`config.mk`:
```
export PLATFORM = sky130hd
export DESIGN_NAME = vga_timing_generator
export DESIGN_NICKNAME = d
export VERILOG_FILES = /design/src/rtl/vga_timing_pkg.sv /design/src/rtl/vga_timing_generator_pixel_tick_sync.sv /design/src/rtl/vga_timing_generator.sv
export SDC_FILE = /design/constraint.sdc
export NUM_CORES = 1
export LEC_CHECK = 0
export CAP_MARGIN = 20
export CORE_MARGIN = 4
export CORE_UTILIZATION = 64
export CTS_CLUSTER_SIZE = 30
export DETAILED_ROUTE_END_ITERATION = 8
export PLACE_DENSITY = 0.89
export SYNTH_ARGS = -nofsm -noshare
export SYNTH_HDL_FRONTEND = slang
export SYNTH_SLANG_ARGS = --single-unit
```
`constraint.sdc`:
```
create_clock -name clock -period 28.6 [get_ports clock]
set_clock_uncertainty 0.15 [all_clocks]
set_input_delay 4.29 -clock clock [delete_from_list [all_inputs] [get_ports clock]]
set_output_delay 4.29 -clock clock [all_outputs]
set_load 0.01 [all_outputs]
```
`src/rtl/vga_timing_pkg.sv`:
```
// Shared constants for the VGA timing generator.
// Defaults describe the standard 640x480 @ 60 Hz mode.
package vga_timing_pkg;

    localparam int H_ACTIVE_DEF = 640;
    localparam int H_FRONT_DEF  = 16;
    localparam int H_SYNC_DEF   = 96;
    localparam int H_BACK_DEF   = 48;

    localparam int V_ACTIVE_DEF = 480;
    localparam int V_FRONT_DEF  = 10;
    localparam int V_SYNC_DEF   = 2;
    localparam int V_BACK_DEF   = 33;

    typedef enum logic {
        POL_ACTIVE_LOW  = 1'b0,
        POL_ACTIVE_HIGH = 1'b1
    } sync_pol_e;

    // Four segment lengths always sum without overflow in two extra bits.
    localparam int TOT_EXTRA_BITS = 2;

endpackage

```
`src/rtl/vga_timing_generator_pixel_tick_sync.sv`:
```
// Two-flop synchroniser plus falling-edge one-shot for PixelClock.
// Flops reset high so a high PixelClock at release yields no tick.
module pixel_tick_sync (
    input  logic clock,
    input  logic reset,
    input  logic pixel_clock,
    output logic tick
);

    logic sync1_q, sync2_q, prev_q;
    logic sync1_d, sync2_d, prev_d;

    always_comb begin
        sync1_d = pixel_clock;
        sync2_d = sync1_q;
        prev_d  = sync2_q;
    end

    always_ff @(posedge clock or negedge reset) begin
        if (!reset) begin
            sync1_q <= 1'b1;
            sync2_q <= 1'b1;
            prev_q  <= 1'b1;
        end else begin
            sync1_q <= sync1_d;
            sync2_q <= sync2_d;
            prev_q  <= prev_d;
        end
    end

    assign tick = prev_q & ~sync2_q;

endmodule

```
`src/rtl/vga_timing_generator.sv`:
```
// Horizontal + vertical VGA timing generator with frame-boundary
// shadowed timing, per-axis sync polarity and a synchronised pixel tick.
module vga_timing_generator
    import vga_timing_pkg::*;
#(
    parameter int XRESOLUTION = 10,
    parameter int YRESOLUTION = 10
) (
    input  logic                   clock,
    input  logic                   reset,
    input  logic                   PixelClock,
    input  logic [XRESOLUTION-1:0] HActive,
    input  logic [XRESOLUTION-1:0] HFront,
    input  logic [XRESOLUTION-1:0] HSync,
    input  logic [XRESOLUTION-1:0] HBack,
    input  logic [YRESOLUTION-1:0] VActive,
    input  logic [YRESOLUTION-1:0] VFront,
    input  logic [YRESOLUTION-1:0] VSync,
    input  logic [YRESOLUTION-1:0] VBack,
    input  logic                   HsyncPolarity,
    input  logic                   VsyncPolarity,
    output logic                   hsync,
    output logic                   vsync,
    output logic                   VideoActive,
    output logic [XRESOLUTION-1:0] xposition,
    output logic [YRESOLUTION-1:0] yposition,
    output logic                   LineEnd,
    output logic                   FrameEnd
);

    localparam int XW = XRESOLUTION + TOT_EXTRA_BITS;
    localparam int YW = YRESOLUTION + TOT_EXTRA_BITS;
    localparam logic [XW-1:0] XMAX = XW'(2 ** XRESOLUTION);
    localparam logic [YW-1:0] YMAX = YW'(2 ** YRESOLUTION);

    logic tick;

    pixel_tick_sync u_tick (
        .clock       (clock),
        .reset       (reset),
        .pixel_clock (PixelClock),
        .tick        (tick)
    );

    logic [XRESOLUTION-1:0] h_act_q, h_fp_q, h_sw_q, h_bp_q;
    logic [XRESOLUTION-1:0] h_act_d, h_fp_d, h_sw_d, h_bp_d;
    logic [YRESOLUTION-1:0] v_act_q, v_fp_q, v_sw_q, v_bp_q;
    logic [YRESOLUTION-1:0] v_act_d, v_fp_d, v_sw_d, v_bp_d;
    logic                   hpol_q, vpol_q, hpol_d, vpol_d;
    logic                   load_pending_q, load_pending_d;

    logic [XRESOLUTION-1:0] x_q, x_d;
    logic [YRESOLUTION-1:0] y_q, y_d;
    logic                   hsync_q, hsync_d;
    logic                   vsync_q, vsync_d;
    logic                   va_q, va_d;

    logic [XW-1:0] h_raw, h_tot, h_last, h_beg_n, h_end_n;
    logic [YW-1:0] v_raw, v_tot, v_last, v_beg_n, v_end_n;
    logic          line_end, frame_end, load;
    logic          in_h, in_v;

    // Totals and end-of-line/frame decode from the current shadows.
    always_comb begin
        h_raw = XW'(h_act_q) + XW'(h_fp_q) + XW'(h_sw_q) + XW'(h_bp_q);
        v_raw = YW'(v_act_q) + YW'(v_fp_q) + YW'(v_sw_q) + YW'(v_bp_q);
        h_tot = (h_raw > XMAX) ? XMAX : h_raw;
        v_tot = (v_raw > YMAX) ? YMAX : v_raw;
        h_last = h_tot - XW'(1);
        v_last = v_tot - YW'(1);
        line_end  = (h_tot != '0) && (XW'(x_q) == h_last);
        frame_end = line_end && (v_tot != '0) && (YW'(y_q) == v_last);
        load = load_pending_q || (tick && frame_end)
            || (h_tot == '0) || (v_tot == '0);
    end

    always_comb begin
        h_act_d = load ? HActive : h_act_q;
        h_fp_d  = load ? HFront  : h_fp_q;
        h_sw_d  = load ? HSync   : h_sw_q;
        h_bp_d  = load ? HBack   : h_bp_q;
        v_act_d = load ? VActive : v_act_q;
        v_fp_d  = load ? VFront  : v_fp_q;
        v_sw_d  = load ? VSync   : v_sw_q;
        v_bp_d  = load ? VBack   : v_bp_q;
        hpol_d  = load ? HsyncPolarity : hpol_q;
        vpol_d  = load ? VsyncPolarity : vpol_q;
        load_pending_d = 1'b0;
    end

    always_comb begin
        x_d = x_q;
        y_d = y_q;
        if (tick) begin
            if ((h_tot == '0) || line_end) x_d = '0;
            else x_d = x_q + XRESOLUTION'(1);
        end
        if (tick && line_end) begin
            if ((v_tot == '0) || (YW'(y_q) == v_last)) y_d = '0;
            else y_d = y_q + YRESOLUTION'(1);
        end
    end

    // Sync and active are decoded from next-state counts and shadows
    // so they land on the same edge as the position they describe.
    always_comb begin
        h_beg_n = XW'(h_act_d) + XW'(h_fp_d);
        h_end_n = h_beg_n + XW'(h_sw_d);
        v_beg_n = YW'(v_act_d) + YW'(v_fp_d);
        v_end_n = v_beg_n + YW'(v_sw_d);
        in_h = (XW'(x_d) >= h_beg_n) && (XW'(x_d) < h_end_n);
        in_v = (YW'(y_d) >= v_beg_n) && (YW'(y_d) < v_end_n);
        hsync_d = in_h ? hpol_d : ~hpol_d;
        vsync_d = in_v ? vpol_d : ~vpol_d;
        va_d = (x_d < h_act_d) && (y_d < v_act_d);
    end

    always_ff @(posedge clock or negedge reset) begin
        if (!reset) begin
            h_act_q <= '0;
            h_fp_q  <= '0;
            h_sw_q  <= '0;
            h_bp_q  <= '0;
            v_act_q <= '0;
            v_fp_q  <= '0;
            v_sw_q  <= '0;
            v_bp_q  <= '0;
            hpol_q  <= POL_ACTIVE_LOW;
            vpol_q  <= POL_ACTIVE_LOW;
            load_pending_q <= 1'b1;
            x_q     <= '0;
            y_q     <= '0;
            hsync_q <= 1'b1;
            vsync_q <= 1'b1;
            va_q    <= 1'b0;
        end else begin
            h_act_q <= h_act_d;
            h_fp_q  <= h_fp_d;
            h_sw_q  <= h_sw_d;
            h_bp_q  <= h_bp_d;
            v_act_q <= v_act_d;
            v_fp_q  <= v_fp_d;
            v_sw_q  <= v_sw_d;
            v_bp_q  <= v_bp_d;
            hpol_q  <= hpol_d;
            vpol_q  <= vpol_d;
            load_pending_q <= load_pending_d;
            x_q     <= x_d;
            y_q     <= y_d;
            hsync_q <= hsync_d;
            vsync_q <= vsync_d;
            va_q    <= va_d;
        end
    end

    assign hsync       = hsync_q;
    assign vsync       = vsync_q;
    assign VideoActive = va_q;
    assign xposition   = x_q;
    assign yposition   = y_q;
    assign LineEnd     = line_end;
    assign FrameEnd    = frame_end;

endmodule

```
==> impl_metrics.tcl, run 1 <==
set metrics [dict create \
    io_buffer_count 109 \
    clk_latency_ps 360 \
    slowest_stage "buf_4" \
    final_cell_count_no_fill 1485 \
    numCtsBuffers 9 \
    die_w_um 139 \
    gr-total-overflow 0 \
    ant_nets 0 \
    worst-path-buf-inv 6 \
    grt_use_met1 0.404 \
    power.leakage_nw 5.89 \
    clk_pin_slew_ps 80 \
    avgSynthCellArea_sq_um 9.39 \
    dp_cells 1469 \
    cts_sinks 109 \
    crit_type "flip-flop to flip-flop" \
    cts_tree "yes" \
    grt_pass1_vias 9436 \
    post-route-min-period_ps 11890 \
    gp_congestion 0.900 \
    synth_edf_count 0 \
    start_util 0.659 \
    grt_pass1_wl_um 47000 \
    yosysSeqAreaShare 0.248 \
    tns_ps 0 \
    drv_cap 0 \
    area.growth.synth_to_final_pct 13.3 \
    post_drt_wl_per_cell_um 19.5 \
    tightest_slew_ps 904 \
    cts_resized 0 \
    path_common_cell "ha_1" \
    ir_drop_uv 56.7 \
    drt_wl_total_um 28900 \
    grt_usage 0.295 \
    nFillCells 1104 \
    syn_nets 1427 \
    end_kind "flip-flop" \
    post-cts-setup-buffers 0 \
    die_h_um 139 \
    crit_path_start_kind "flip-flop" \
    multi_input_area_sq_um 7530 \
    synth-seq-cells 109 \
    power.switching_w 0.000617 \
    fmax_mhz 84.1 \
    intPower_w 0.000615 \
    synth.area.top_cells "dfrtp_1 23%, ha_1 14%, fa_1 8.0%, mux2_2 6.5%, inv_1 5.1%" \
    utilization 0.746 \
    register_area_sq_um 2740 \
    clk_path_buf_depth 2 \
    core-area_sq_um 16800 \
    comb_power_share 0.746 \
    cp.required_ps 28740 \
    clkPwrFrac 0.102 \
    antenna_cells 0 \
    antenna_found_initial 0 \
    status "finished, final reports clean" \
    power.total_w 0.00123 \
    first_pass_iters 5 \
    post-dp-hpwl_um 23200 \
    rows 47 \
    hold-worst-slack_ps 225 \
    relSlewSlack 0.396 \
    post_route_cells_drive_above_1_share 0.0996 \
    synth_area_leader_cell "dfrtp_1" \
    pwr_density_cell_nw_per_um2 98.6 \
    grt_util_met2 0.478 \
    hold_viol 0 \
    yosysMostFrequentCell "inv_1" \
    ys_async_sr_fraction 1.00 \
    finalSetupViolCount 0 \
    slowest_delay_ps 670 \
    synth.distinct_cells 96 \
    cts-htree-levels 3 \
    syn_inst 1176 \
    die_area_sq_um 19400 \
    switching_share 0.501 \
    seqPwrFrac 0.152 \
    period_share 0.416 \
    synth_commonest_cells "149 x inv_1, 122 x ha_1, 103 x dfrtp_1" \
    gr-max-usage-layer "met2" \
    ios 110 \
    dr_total_vias 9351 \
    cts-root-buf "clkbuf_16" \
    holdBufCountCts 0 \
    yosys_warnings 0 \
    drtIter0Drc 810 \
    vias_per_cell 6.30 \
    hold_class "flip-flop to flip-flop" \
    rsz0062_at_grt "no" \
    crit_fanout 53 \
    netlist_area_sq_um 11000 \
    arrival_ps 12030 \
    drv_slew 0 \
    synth_top_cell_area_share 0.234 \
    grtUsageMet3 0.0566 \
    crit_family "compound AO/OA/AOI/OAI gates" \
    drc 0 \
    grt_max_degree 65 \
    synth_top_flop_cell "dfrtp_1" \
    fin_nets 1511 \
]
==> stage by stage <==
| step | area, sq um | worst slack (ps) |
|---|---|---|
| 6_report | 12500 | 16710 |
| 5_1_grt | 12500 | 16090 |
| 4_1_cts | 12500 | 16870 |
| 3_5_place_dp | 12200 | 16990 |
| 3_3_place_gp | 12200 | 17300 |
| 2_1_floorplan | 11000 | 18600 |
==> power groups by stage <==
stage	registers, W	logic (W)	clock network [W]
5_1_grt	0.000190	0.00101	0.000132
2_1_floorplan	0.000186	0.000713	0
3_5_place_dp	0.000190	0.000893	0
3_3_place_gp	0.000189	0.000867	0
4_1_cts	0.000187	0.000903	0.000126
6_report	0.000188	0.000920	0.000125
==> final cells by class <==
class | count | area share
sequential | 109 | 0.219
inverter | 149 | 0.0447
clock buffer | 9 | 0.0180
tap | 220 | 0.0220
timing repair buffer | 112 | 0.0889
clock inverter | 7 | 0.00510
multi-input combinational | 879 | 0.603
==> state kept, by name, summed over array words and instances (netlist names), 10 cells and up <==
register and flops:
h_bp_q 10, yposition 10, v_act_q 10, h_fp_q 10, v_fp_q 10, h_act_q 10
v_sw_q 10, h_sw_q 10, xposition 10, v_bp_q 10
==> cells in the final DEF (no fill, tap or decap), types with 4 or more instances in the layout <==
master / count
inv_1: 149
ha_1: 122
clkdlybuf4s50_1: 108
dfrtp_1: 103
nor2_1: 64
mux2_2: 64
a21oi_1: 58
nand2_1: 54
o21ai_0: 44
fa_1: 44
xnor2_1: 35
a21o_1: 31
xor2_1: 31
nand3_1: 30
mux2i_1: 27
nor3_1: 22
o211ai_1: 16
nor2b_1: 15
nand4_1: 15
or3_1: 14
a211oi_1: 13
o21bai_1: 12
and2_1: 10
and3_1: 9
maj3_1: 9
clkbuf_16: 9
nand2b_1: 8
o21a_1: 7
nand3b_1: 6
nor3b_1: 6
a31oi_1: 6
dfstp_2: 6
o211a_1: 5
a211oi_2: 4
o2111ai_1: 4
or2_2: 4
buf_4: 4
==> per-layer routing <==
| metal | vias to the layer above | part of all wire |
|---|---|---|
| met2 | 425 | 0.47 |
| met5 | - | 0 |
| met4 | 0 | 0.027 |
| met3 | 75 | 0.087 |
| li1 | 4311 | - |
| met1 | 4540 | 0.41 |
==> final timing paths <==
path	startpoint	endpoint	slack [ps]	cells past startpoint
worst max-delay path	v_act_q[5]	vsync	16710	42
worst min-delay path	u_tick.sync1_q	u_tick.prev_d	220	0
worst max register to register	v_act_q[5]	vsync	16710	42
worst min register to register	u_tick.sync1_q	u_tick.prev_d	220	0
max in group asynchronous	reset	h_bp_q[0]	23300	2
min in group asynchronous	reset	h_bp_q[8]	3760	1
==> logic make-up (layout without fill, tap and decap cells) <==
kind of cell | after synthesis | in the layout | synth area share
other cells | 1 | 1 | 0.000340
mux | 94 | 94 | 0.0939
flops | 109 | 109 | 0.248
compound gates | 254 | 254 | 0.164
fa+ha+maj | 175 | 175 | 0.226
xor+xnor | 69 | 69 | 0.0574
buf+inv | 188 | 277 | 0.0696
simple gates | 286 | 286 | 0.140
Note: power is estimated with default switching activity, not from simulation.
==> run 2: changes to the inputs <==
- CORE_UTILIZATION: 64 -> 54
- PLACE_DENSITY: 0.89 -> 0.8
- clock period: 28.6 -> 10.2 ns (I/O delays scaled with it)
==> run 2 against run 1 <==
Compared with the run above: setup slack worse by 16000 ps; power rose to 3.0 times the previous value; register-to-register slack worse by 16000 ps; cell area up 6.2%; via count grew 0.18%; critical endpoint unchanged.
==> impl_metrics.tcl, run 2 (synthesis results as in run 1) <==
set metrics [dict create \
    cts-htree-levels 3 \
    status "finished, final reports clean" \
    start_util 0.547 \
    grt_pass1_vias 9278 \
    clk_pin_slew_ps 80 \
    power.leakage_nw 6.24 \
    post-route-min-period_ps 9820 \
    grt_pass1_wl_um 46500 \
    first_pass_iters 6 \
    dr_total_vias 9368 \
    rows 52 \
    cts-root-buf "clkbuf_16" \
    drtIter0Drc 596 \
    core-area_sq_um 20200 \
    crit_path_start_kind "flip-flop" \
    pwr_density_cell_nw_per_um2 282 \
    power.total_w 0.00375 \
    cts_tree "yes" \
    holdBufCountCts 0 \
    fin_nets 1575 \
    finalSetupViolCount 0 \
    antenna_cells 0 \
    cts_sinks 109 \
    die_h_um 151 \
    drc 0 \
    die_area_sq_um 22800 \
    period_share 0.963 \
    post_route_cells_drive_above_1_share 0.172 \
    worst-path-buf-inv 5 \
    reg2reg_depth 43 \
    hold_viol 0 \
    drv_cap 0 \
    die_w_um 151 \
    post-dp-hpwl_um 23800 \
    cp.required_ps 10330 \
    path_common_cell "ha_1" \
    post_drt_wl_per_cell_um 18.7 \
    grt_max_degree 61 \
    numCtsBuffers 9 \
    area.growth.synth_to_final_pct 20.3 \
    fmax_mhz 102 \
    ir_drop_uv 137 \
    drt_wl_total_um 29900 \
    slowest_stage "fa_1" \
    crit_family "adder cells" \
    io_buffer_count 109 \
    cp.depth 43 \
    grt_usage 0.257 \
    gr-total-overflow 0 \
    ios 110 \
    antenna_found_initial 0 \
    vias_per_cell 5.86 \
    tightest_slew_ps 884 \
    relSlewSlack 0.409 \
    clk_latency_ps 360 \
    crit_type "flip-flop to flip-flop" \
    slowest_delay_ps 540 \
    arrival_ps 9950 \
    hold_depth 0 \
    rsz0062_at_grt "yes" \
    placed_area_sq_um 12600 \
    final_cell_mix "149 x inv_1, 118 x ha_1, 108 x clkdlybuf4s50_1" \
    nFillCells 1617 \
    hold_class "flip-flop to flip-flop" \
    mostFrequentLayoutCell "inv_1" \
    ant_nets 0 \
    gp_congestion 0.958 \
    end_kind "flip-flop" \
    clk_path_buf_depth 2 \
    final_cell_area_sq_um 13300 \
    crit_fanout 9 \
    drv_slew 0 \
]
[run 2: cell type report]
class | instances | area [sq um] | area share
multi-input cells | 879 | 7730 | 0.582
flip-flops and latches | 109 | 2740 | 0.206
repair buffers | 176 | 1630 | 0.123
inverters | 149 | 559 | 0.0421
well taps | 270 | 338 | 0.0255
clock buffers | 9 | 225 | 0.0170
clock inverters | 6 | 55.1 | 0.00415
[run 2: power by group]
group,internal [W],total (W),switching (W)
clock,0.000169,0.000344,0.000175
combinational,0.00128,0.00288,0.00160
sequential,0.000481,0.000529,0.0000476
total,0.00193,0.00375,0.00182
[run 2: metal layers]
metal	vias to the layer above	routed length, um	GRT usage
met1	4516	13400	0.361
met4	0	789	0.0766
met2	337	13700	0.411
met3	61	2010	0.0428
met5	-	0	0
li1	4454	-	-
[run 2: worst paths after layout]
| path | start | end | slack, ps |
|---|---|---|---|
| max | v_fp_q[5] | vsync | 380 |
| min | u_tick.sync1_q | u_tick.prev_d | 210 |
| max reg2reg | v_fp_q[5] | vsync | 380 |
| min reg2reg | u_tick.sync1_q | u_tick.prev_d | 210 |
| max in group asynchronous | reset | h_bp_q[2] | 7620 |
| min in group asynchronous | reset | v_bp_q[3] | 1090 |
[run 2: repair_timing]
item	in CTS	in global routing
pin swaps	0	30
resized for setup	7	48
setup buffers	0	15
endpoints found under the setup margin	1	2
cloned	0	1
[run 2: through the flow]
step | util | cells | setup WS [ps] | hold slack [ps] | setup TNS, ps
after floorplan | - | 1176 | 197 | 195 | 0
after global placement | 0.627 | 1567 | 140 | 201 | 0
after detailed placement | 0.627 | 1567 | -124 | 197 | -124
after CTS | 0.641 | 1582 | 27.5 | 211 | 0
after global routing | 0.658 | 1598 | -105 | 212 | -187
final | 0.658 | 1598 | 379 | 211 | 0
==> run 3: changes to the inputs <==
- CTS_CLUSTER_DIAMETER: unset -> 120
==> results of run 3 <==
Same layout as run 2: the final DEF is identical, and so are final timing and power.
